**config.mk**
```make
export PLATFORM = sky130hd
export DESIGN_NAME = avalon_burst_host
export DESIGN_NICKNAME = d
export VERILOG_FILES = /design/src/rtl/avalon_burst_host.sv
export SDC_FILE = /design/constraint.sdc
export NUM_CORES = 1
export LEC_CHECK = 0
export CELL_PAD_IN_SITES_DETAIL_PLACEMENT = 1
export CELL_PAD_IN_SITES_GLOBAL_PLACEMENT = 2
export CORE_AREA = 2 2 154 156
export CTS_BUF_LIST = sky130_fd_sc_hd__clkbuf_8 sky130_fd_sc_hd__clkbuf_16
export DETAILED_ROUTE_END_ITERATION = 8
export DIE_AREA = 0 0 156 158
export MAX_ROUTING_LAYER = met4
export PLACE_DENSITY_LB_ADDON = 0.3
export RECOVER_POWER = 50
export SLEW_MARGIN = 20
export SYNTH_ARGS = -nofsm -noshare
export SYNTH_HDL_FRONTEND = slang
export SYNTH_SLANG_ARGS = --single-unit
```
**constraint.sdc**
```tcl
create_clock -name clk -period 3.3 [get_ports clk]
set_input_delay 0.495 -clock clk [delete_from_list [all_inputs] [get_ports clk]]
set_output_delay 0.495 -clock clk [all_outputs]
set_load 0.01 [all_outputs]
```
**src/rtl/avalon_burst_host.sv**
```systemverilog
// Purpose   : Avalon-MM burst host; splits one read/write command into bursts of at most 2**(BURSTCOUNT_W-1) words.
// Latency   : read data 1 cycle after avm_readdatavalid; done 1 cycle after the last write beat / with the last rd_valid.
// Backpress : wr stream stalled by avm_waitrequest; rd stream has no backpressure; one command at a time (cmd_ready only in IDLE).
//
// Ports:
//   clk, reset                 single clock, synchronous active-high reset
//   cmd_valid/cmd_ready        command handshake; cmd_write, cmd_addr (byte, word-aligned), cmd_len (words, 0 = no-op)
//   wr_data/wr_valid/wr_ready  write data stream into the host
//   rd_data/rd_valid           read data stream out of the host (registered, 1-cycle pulses)
//   busy, done                 status: busy while not IDLE, done pulses once per command
//   avm_*                      Avalon-MM host side towards the agent
module avalon_burst_host #(
   parameter int ADDR_W       = 32,
   parameter int BURSTCOUNT_W = 4,
   parameter int LEN_W        = 16
) (
   input  logic                    clk,
   input  logic                    reset,
   input  logic                    cmd_valid,
   output logic                    cmd_ready,
   input  logic                    cmd_write,
   input  logic [ADDR_W-1:0]       cmd_addr,
   input  logic [LEN_W-1:0]        cmd_len,
   input  logic [31:0]             wr_data,
   input  logic                    wr_valid,
   output logic                    wr_ready,
   output logic [31:0]             rd_data,
   output logic                    rd_valid,
   output logic                    busy,
   output logic                    done,
   output logic [ADDR_W-1:0]       avm_address,
   output logic [BURSTCOUNT_W-1:0] avm_burstcount,
   output logic                    avm_read,
   output logic                    avm_write,
   output logic [31:0]             avm_writedata,
   output logic [3:0]              avm_byteenable,
   input  logic [31:0]             avm_readdata,
   input  logic                    avm_readdatavalid,
   input  logic                    avm_waitrequest
);

   localparam int MAX_BURST = 2**(BURSTCOUNT_W-1);
   localparam logic [LEN_W-1:0] MAX_BURST_L = LEN_W'(MAX_BURST);

   typedef enum logic [2:0] {IDLE, WR_BURST, RD_CMD, RD_DATA, DONE} state_t;

   state_t                  state, state_nxt;
   logic [ADDR_W-1:0]       addr;
   logic [LEN_W-1:0]        remaining;
   logic [BURSTCOUNT_W-1:0] beat_cnt;
   logic [BURSTCOUNT_W-1:0] burst_n;
   logic                    avm_read_q;
   logic                    rd_valid_q;
   logic [31:0]             rd_data_q;
   logic [3:0]              byteenable_q;

   logic                    cmd_acc;
   logic                    beat;
   logic                    last_beat;
   logic [LEN_W-1:0]        rem_after;

   // Words in the next burst: min(n, MAX_BURST); always fits in BURSTCOUNT_W bits.
   function automatic logic [BURSTCOUNT_W-1:0] clip_burst(input logic [LEN_W-1:0] n);
      clip_burst = (n > MAX_BURST_L) ? MAX_BURST_L[BURSTCOUNT_W-1:0] : n[BURSTCOUNT_W-1:0];
   endfunction

   always_comb begin
      state_nxt     = state;
      cmd_ready     = (state == IDLE) && !reset;
      busy          = (state != IDLE);
      done          = (state == DONE);
      avm_write     = (state == WR_BURST) && wr_valid;
      wr_ready      = (state == WR_BURST) && !avm_waitrequest;
      avm_writedata = (state == WR_BURST) ? wr_data : 32'h0;
      cmd_acc       = cmd_valid && cmd_ready;
      // A beat is a write handshake or a returned read word; readdatavalid outside RD_DATA is ignored.
      beat          = ((state == WR_BURST) && wr_valid && !avm_waitrequest) ||
                      ((state == RD_DATA) && avm_readdatavalid);
      last_beat     = beat && (beat_cnt == burst_n - BURSTCOUNT_W'(1));
      rem_after     = remaining - LEN_W'(burst_n);

      case (state)
         IDLE: begin
            if (cmd_acc) begin
               if (cmd_len == '0)  state_nxt = DONE;
               else if (cmd_write) state_nxt = WR_BURST;
               else                state_nxt = RD_CMD;
            end
         end
         // Back-to-back write bursts stay in WR_BURST with no idle cycle.
         WR_BURST: if (last_beat && rem_after == '0) state_nxt = DONE;
         RD_CMD:   if (!avm_waitrequest) state_nxt = RD_DATA;
         RD_DATA:  if (last_beat) state_nxt = (rem_after == '0) ? DONE : RD_CMD;
         DONE:     state_nxt = IDLE;
         default:  state_nxt = IDLE;
      endcase
   end

   always_ff @(posedge clk) begin
      if (reset) begin
         state        <= IDLE;
         addr         <= '0;
         remaining    <= '0;
         beat_cnt     <= '0;
         burst_n      <= '0;
         avm_read_q   <= 1'b0;
         rd_valid_q   <= 1'b0;
         rd_data_q    <= 32'h0;
         byteenable_q <= 4'h0;
      end else begin
         state        <= state_nxt;
         byteenable_q <= 4'hF;
         // avm_read is a register that mirrors "next state is RD_CMD", so it drops on the issue cycle.
         avm_read_q   <= (state_nxt == RD_CMD);
         rd_valid_q   <= (state == RD_DATA) && avm_readdatavalid;
         if ((state == RD_DATA) && avm_readdatavalid) rd_data_q <= avm_readdata;

         if (cmd_acc) begin
            addr      <= cmd_addr & ~ADDR_W'(3);
            remaining <= cmd_len;
            burst_n   <= clip_burst(cmd_len);
            beat_cnt  <= '0;
         end else if (last_beat) begin
            addr      <= addr + (ADDR_W'(burst_n) << 2);
            remaining <= rem_after;
            burst_n   <= clip_burst(rem_after);
            beat_cnt  <= '0;
         end else if (beat) begin
            beat_cnt  <= beat_cnt + BURSTCOUNT_W'(1);
         end
      end
   end

   assign avm_address    = addr;
   assign avm_burstcount = burst_n;
   assign avm_read       = avm_read_q;
   assign rd_valid       = rd_valid_q;
   assign rd_data        = rd_data_q;
   assign avm_byteenable = byteenable_q;

endmodule

```
Word level (Yosys, flattened, before mapping)
Cells that the tools add are included.

Register bits after elaboration: 97. Latch bits: 0. RAM bits: 0. Bits in read-only memories: 0. Output and inout bits: 111. Word-level logic and storage cells: 58. Memories: 0.

$add $sub $neg: 4. $mul: 0. Div/mod/pow operators: 0. Magnitude comparators: 2. Equality and inequality tests: 6. Shift-type cells: 0. Muxes and demuxes: 18. Bitwise gates (word level): 0. Reduce and logical (&&, ||, !) cells: 18.

Operator list (number): $mux W32 (3); $add A32 B6 Y32 (1); $gt A16 B4 Y1 const B (2); $logic_not A16 Y1 (2); $mux W16 (2); $mux W4 (5); $mux W3 (6); $sub A16 B4 Y16 (1); $pmux W3 S4 (1); $eq A3 B2 Y1 const B (3); $logic_and A1 B1 Y1 (8); $add A4 B1 Y4 const B (1); $eq A4 B4 Y1 (1); $sub A4 B1 Y4 const B (1); $eq A3 B1 Y1 const B (1); $eq A3 B3 Y1 const B (1); $logic_not A3 Y1 (1); $reduce_bool A3 Y1 (1); $reduce_or A3 Y1 (1); $logic_not A1 Y1 (2); $mux W2 (1); $reduce_bool A2 Y1 (1); $reduce_or A2 Y1 (1); $logic_or A1 B1 Y1 (1).

Depth between registers and ports, before layout
Gate-level depths: netlist of run 1.

Depth after elaboration: 9. Depth in mapped cells: 11. Mapped depth without buffers: 10.

Worst setup path after synthesis of run 1
Ideal clock, no wire load.

Path type: register to register. Start: register burst_n[0] (netlist: avm_burstcount[0]). End: register avm_read_q (netlist: avm_read). Library setup time: 0.130 ns. Arrival: 2.460 ns. Data required time: 3.170 ns. Slack: 0.710 ns. Cell stages (with the launch flop): 10. Path buffers: 0. Cells stage by stage: dfxtp_1 > ha_1 > fa_1 > nand2b_1 > a21o_1 > mux2_2 > a2111oi_1 > nand4_1 > o21ai_1 > nor3_1.

Longest elaborated chain between the ends: 7.

Ends and longest elaborated chain: start, declared (RTL line 51) `logic [BURSTCOUNT_W-1:0] burst_n;`; start signal, assigned (RTL line 121) `burst_n <= clip_burst(cmd_len);`; start signal, assigned (RTL line 126) `burst_n <= clip_burst(rem_after);`; parallel branches: the longest is 5 deep, another holds $sub A16 B4 Y16; $pmux W3 S4 (*) (RTL line 82) `case (state)`; $eq A3 B2 Y1 (*) (RTL line 114) `avm_read_q <= (state_nxt == RD_CMD);`; end signal, assigned (RTL line 114); end, declared (RTL line 52) `logic avm_read_q;`.

Mark *: on every way between the ends. A chain may end at the register's enable or synchronous reset.

Final worst setup path of run 1
Start: register remaining[0]. End: register avm_read_q (netlist: avm_read).

Longest elaborated chain between the ends: 6.

Ends and longest elaborated chain: start, declared (RTL line 49) `logic [LEN_W-1:0] remaining;`; start signal, assigned (RTL line 120) `remaining <= cmd_len;`; start signal, assigned (RTL line 125) `remaining <= rem_after;`; $sub A16 B4 Y16 (*) (RTL line 80) `rem_after = remaining - LEN_W'(burst_n);`; $logic_not A16 Y1 (*) (RTL line 91, 93); $mux W3 or $logic_and A1 B1 Y1 (tied branches) (RTL line 93, 91); $mux W3, on equally long branches (RTL line 93, 91); $pmux W3 S4 (*) (RTL line 82); $eq A3 B2 Y1 (*) (RTL line 114).

Every way passes the cells marked *; elsewhere a longest branch is shown, timed or not.

==> metrics, run 1 <==
vertical die dimension 158 microns; GPL Wtd Cong 0.776; launching point of the worst reg2reg path remaining[0]; count of final setup violators 0; root buffer cell sky130_fd_sc_hd__clkbuf_16; Worst path slowest cell sky130_fd_sc_hd__fa_1; number of antenna violations at the first check in global routing 0; f_max 337 MHz; part of the cycle the worst path needs 0.899; TritonCTS clock tree yes; number of core rows 56; worst min-delay path class reg2reg; number of primary I/O pins 230; Fin Clk Skew 11.1 ps; mean post-synth cell area 7.72 sq um; required time worst endpoint 3530 ps; final number of max-transition violations 89; pin count of the biggest net entering global routing 89; number of input and output port buffers inserted 225; Top FF cell, synth sky130_fd_sc_hd__dfxtp_1; number of design-rule violations left by the first detailed-router iteration 175; most frequent cells in the layout sky130_fd_sc_hd__clkdlybuf4s50_1, sky130_fd_sc_hd__nand2_1, sky130_fd_sc_hd__dfxtp_1; number of nets in the final layout 988; maximum capacitance violations 1; total placed cells including tap cells 1136; total half-perimeter wirelength after legalization and detailed placement 13800 microns; worst-path cell chain inv_1 -> ha_1 -> fa_1 -> nand2b_1 -> a21o_1 -> mux2_2 -> a2111oi_1 -> nand4_1 -> o21ai_1 -> nor3_1; WL final 18500 microns; unrepaired setup endpoints after global routing no; synthesis-stage register bit count 92; Leak Pwr 2.91 nW; Worst Hold Launch rd_data[10]; final number of hold-violating endpoints 0; final worst path period need 2970 ps; cell area power density 376 nW/um^2; Pre-antenna DRT Iters 4; first-pass GRT wire length 28600 microns; overall die width 156 microns; clk_lat worst skew 350 ps; diode insertion count for antenna repair 0; Die ar. 24600 sq um; maximum count of clock buffers along a single path 2; Worst setup SP type register; buffers inserted during post-CTS setup optimization 0; initial core utilization 0.216; status finished with violations; count of warnings emitted by yosys 0; Worst slew margin -0.349; non-filler instance count after layout 1152; Max VDD drop 0.210 mV; share of layout cells above drive strength 1 0.0673; vias post-DR 5277; number of buffers added to fix hold violations after cts 0; Clock Pin Slew Worst Setup and Hold Paths 70 ps; Sinks on Clock Net 92; delay of the slowest cell on the worst path 400 ps; gr ovfl total 0; dominant delay contributor by cell family on the critical path compound AO/OA/AOI/OAI gates; critical path capture point type register; number of synthesized flops with an enable pin 0; WS Path Type reg2reg; share of synthesized area occupied by flip-flops and latches 0.370; CP Data Arrival Time 3190 ps; number of nets with antenna violations after detailed routing 0; worst path buffer plus inverter count 1; total routing resource utilization after global routing 0.151; highest net fanout along the worst path 5; number of different library cells in the post-synthesis netlist 59; Via-to-Cell Ratio 4.58; worst setup path startpoint remaining[0]; number of resized instances in the post-cts repair step 0; violated checks capacitance limit, slew limit; via count of the first global-routing pass 5469; detailed-route wire length per cell 16.0 microns; share of async-settable or async-resettable flops after synthesis 0; total negative slack for setup checks 0 ps; cell count after synthesis 644; detailed-route DRC error count 0; cell area after synthesis 4970 sq um; fill cell count 2749; TritonCTS Buffers 9; Std-Cell Core Area 23100 sq um; transition time at the pin with the least slew margin 2020 ps; H-tree depth 3; most common cell after layout, fill and taps aside sky130_fd_sc_hd__clkdlybuf4s50_1; area growth from synthesis to final layout 57.8%
[final timing paths]
kind | end | slack, ps | cells past startpoint
min reg2reg | rd_data[10] | 450 | 2
max | avm_read | 330 | 10
min | rd_data[10] | 450 | 2
max reg2reg | avm_read | 330 | 10
[sequential cells by signal, indices dropped and copies added, names as in the netlist]
name,cells
rd_data,32
avm_address,30
remaining,16
avm_burstcount,4
beat_cnt,4
state,3
avm_byteenable,1
avm_read,1
rd_valid,1
[stage by stage]
stage               worst slack, ps  power (mW)  instance area, sq um  hold slack, ps   util
floorplan                       710        1.54                  4980             440      -
global placement                164        1.89                  7550             441  0.327
detailed placement              126        1.90                  7550             448  0.327
CTS                             274        3.01                  7850             457  0.341
global route                   41.3        3.12                  7850             475  0.340
finish                          334        2.95                  7850             451  0.340
[cell families (layout without fill, tap and decap cells)]
group,after synthesis,after routing,share of synthesized area
and+or+nand+nor,297,297,0.293
DFF,92,92,0.370
other,1,2,0.000754
buffers and inverters,58,275,0.0501
xor gates and xnor gates,26,26,0.0458
adders and majority gates,12,12,0.0332
muxes,5,5,0.0106
AOI/OAI and AO/OA,153,153,0.196
[synth_stat cells (all sizes together), types with 3 or more instances]
library cell,n,area share
nand4,11,0.017
mux2i,3,0.0060
and4,3,0.0053
inv,14,0.011
nor2,61,0.047
a22o,3,0.0053
a2111oi,3,0.0068
o211ai,9,0.014
buf,10,0.014
xor2,18,0.032
or3,8,0.010
ha,10,0.025
nand2,107,0.081
a22oi,4,0.0060
a21oi,63,0.066
and3,4,0.0050
and2,35,0.044
xnor2,8,0.014
a31oi,10,0.013
a211oi,18,0.029
nor4,6,0.0075
o21a,3,0.0045
nand3,19,0.019
o31a,6,0.011
o21ai,23,0.023
dfxtp,92,0.37
nand2b,4,0.0050
or2,4,0.0050
clkbuf,34,0.026
nor3,26,0.033
[layer usage]
layer | vias up | track usage | wire length (microns)
met5 | - | - | 0
met4 | 0 | 0.0275 | 138
met3 | 9 | 0.0465 | 1120
met2 | 127 | 0.251 | 8830
met1 | 2464 | 0.183 | 8380
li1 | 2677 | - | -
[area by class of cell]
class                      instances  area (sq um)  share of cell area
timing repair buffer             245          2400               0.305
multi-input combinational        495          2890               0.368
clock inverter                     6          63.8             0.00813
sequential                        92          1840               0.235
tap                              290           363              0.0462
clock buffer                      10           239              0.0305
inverter                          14          52.6             0.00670
[tightest hold or removal path, delay by kind of cell, from the launching register on]
| kind | cells | cell delay (ps) |
|---|---|---|
| compound gates | 1 | 50 |
| flops | 1 | 310 |
| simple gates | 1 | 50 |
[power breakdown]
part	switching, mW	leakage, nW	internal [mW]
registers	0.0504	0.749	1.15
logic	0.307	2.01	0.342
clock network	0.483	0.150	0.609
total	0.841	2.91	2.11
(Power assumes the default switching activity.)
==> run 2: changes to the inputs <==
SLEW_MARGIN = 40   (was 20)
==> run 2 against run 1 <==
Effect of this change:
- the run still ends with capacitance limit, slew limit left
- sequential power about the same
- power decreased by 0.19%
- non-clock buffer count unchanged
- sequential cell count unchanged
- wire length decreased by 0.17%
- clock power about the same
- cell count unchanged
- clock skew increased by 2.4 ps
- via count about the same
- first-iteration DRC count increased by 5.1%
- hold slack about the same
- largest power group unchanged
==> metrics, run 2 (synthesized netlist as in run 1, its figures left out) <==
status finished with violations; violated checks capacitance limit, slew limit; worst min-delay path class reg2reg; CP Data Arrival Time 3180 ps; count of final setup violators 0; number of buffers added to fix hold violations after cts 0; critical path capture point type register; WS Path Type reg2reg; vertical die dimension 158 microns; f_max 338 MHz; root buffer cell sky130_fd_sc_hd__clkbuf_16; TritonCTS clock tree yes; internal power contribution 2.09 mW; fraction of power consumed by sequential logic 0.410; initial core utilization 0.216; Worst setup SP type register; required time worst endpoint 3530 ps; TritonCTS Buffers 9; Max VDD drop 0.208 mV; number of primary I/O pins 230; power dissipated by switching net loads 0.852 mW; pin count of the biggest net entering global routing 89; unrepaired setup endpoints after global routing no; dominant delay contributor by cell family on the critical path compound AO/OA/AOI/OAI gates; H-tree depth 3; number of flip-flops in the largest register 32; maximum count of clock buffers along a single path 2; diode insertion count for antenna repair 0; final number of hold-violating endpoints 0; Sinks on Clock Net 92; most common cell after layout, fill and taps aside sky130_fd_sc_hd__clkdlybuf4s50_1; number of design-rule violations left by the first detailed-router iteration 184; Die ar. 24600 sq um; Via-to-Cell Ratio 4.58; via count of the first global-routing pass 5447; number of antenna violations at the first check in global routing 0; number of resized instances in the post-cts repair step 0; part of the cycle the worst path needs 0.895; Worst slew margin -0.348; Pre-antenna DRT Iters 4; final worst path period need 2950 ps; area growth from synthesis to final layout 57.8%; gr ovfl total 0; Combinational Power Share 0.220; buffers inserted during post-CTS setup optimization 0; Std-Cell Core Area 23100 sq um; maximum capacitance violations 1; total half-perimeter wirelength after legalization and detailed placement 13800 microns; most frequent cells in the layout sky130_fd_sc_hd__clkdlybuf4s50_1, sky130_fd_sc_hd__nand2_1, sky130_fd_sc_hd__dfxtp_1; cell area power density 375 nW/um^2; final cell utilization of the core 0.340; vias post-DR 5276; Leak Pwr 2.90 nW; share of layout cells above drive strength 1 0.0684; GPL Wtd Cong 0.776; Fin Clk Skew 13.5 ps; number of nets with antenna violations after detailed routing 0; clk_lat worst skew 350 ps; final number of max-transition violations 89; Worst path slowest cell sky130_fd_sc_hd__fa_1; clock network fraction of design power 0.370; number of nets in the final layout 988; delay of the slowest cell on the worst path 400 ps; Clock Pin Slew Worst Setup and Hold Paths 70 ps; first-pass GRT wire length 28600 microns; highest net fanout along the worst path 5; overall die width 156 microns; transition time at the pin with the least slew margin 2020 ps; switching share of power 0.290; worst-path cell chain inv_1 -> ha_1 -> fa_1 -> nand2b_1 -> a21o_1 -> mux2_2 -> a2111oi_1 -> nand4_1 -> o21ai_1 -> nor3_1; worst path buffer plus inverter count 1; total negative slack for setup checks 0 ps; detailed-route wire length per cell 16.0 microns; WL final 18400 microns; detailed-route DRC error count 0; number of input and output port buffers inserted 225; number of core rows 56; total routing resource utilization after global routing 0.150
-- run 2: cell types whose count changed in the layout (fill, tap and decap cells not counted), sizes merged --
cell | before | now
clkbuf | 12 | 11
clkinv | 2 | 3
-- run 2: worst paths after layout --
kind | start | end | slack, ps | cells past startpoint
setup / recovery | remaining[0] | avm_read | 350 | 10
hold / removal | rd_data[10] | rd_data[10] | 450 | 2
setup reg to reg | remaining[0] | avm_read | 350 | 10
hold reg to reg | rd_data[10] | rd_data[10] | 450 | 2
-- run 2: metal layers --
| layer | GRT usage | wire length, microns | vias up | share of wire |
|---|---|---|---|---|
| met5 | - | 0 | - | 0 |
| met4 | 0.0275 | 136 | 0 | 0.0074 |
| met3 | 0.0433 | 1170 | 10 | 0.063 |
| met2 | 0.250 | 8830 | 137 | 0.48 |
| met1 | 0.184 | 8310 | 2456 | 0.45 |
| li1 | - | - | 2673 | - |
-- run 2: power groups by stage --
stage                     combinational, mW  sequential [mW]  clock [mW]
after floorplan                       0.308             1.23           0
final                                 0.647             1.21        1.09
after CTS                             0.668             1.21        1.14
after detailed placement              0.664             1.23           0
after global placement                0.662             1.23           0
after global routing                  0.716             1.21        1.18
-- run 2: area by class of cell --
cell class | count | area [sq um]
Clock buffer | 9 | 225
Clock inverter | 7 | 73.8
Fill cell | 2754 | 15200
Inverter | 14 | 52.6
Multi-Input combinational cell | 495 | 2890
Sequential cell | 92 | 1840
Tap cell | 290 | 363
Timing Repair Buffer | 245 | 2400
-- run 2: tightest hold or removal path: stages, from the launching register on --
cell	delay, ps
sky130_fd_sc_hd__dfxtp_1	310
sky130_fd_sc_hd__nand2_1	50
sky130_fd_sc_hd__a21oi_1	50
-- run 2: through the flow --
| step | power [mW] | hold slack, ps | setup WS (ps) | area [sq um] | std cells |
|---|---|---|---|---|---|
| floorplan | 1.54 | 440 | 710 | 4980 | 645 |
| global placement | 1.89 | 441 | 164 | 7550 | 1136 |
| detailed placement | 1.90 | 448 | 123 | 7550 | 1136 |
| CTS | 3.01 | 458 | 293 | 7850 | 1152 |
| global route | 3.11 | 474 | 10.1 | 7840 | 1152 |
| finish | 2.94 | 451 | 346 | 7840 | 1152 |
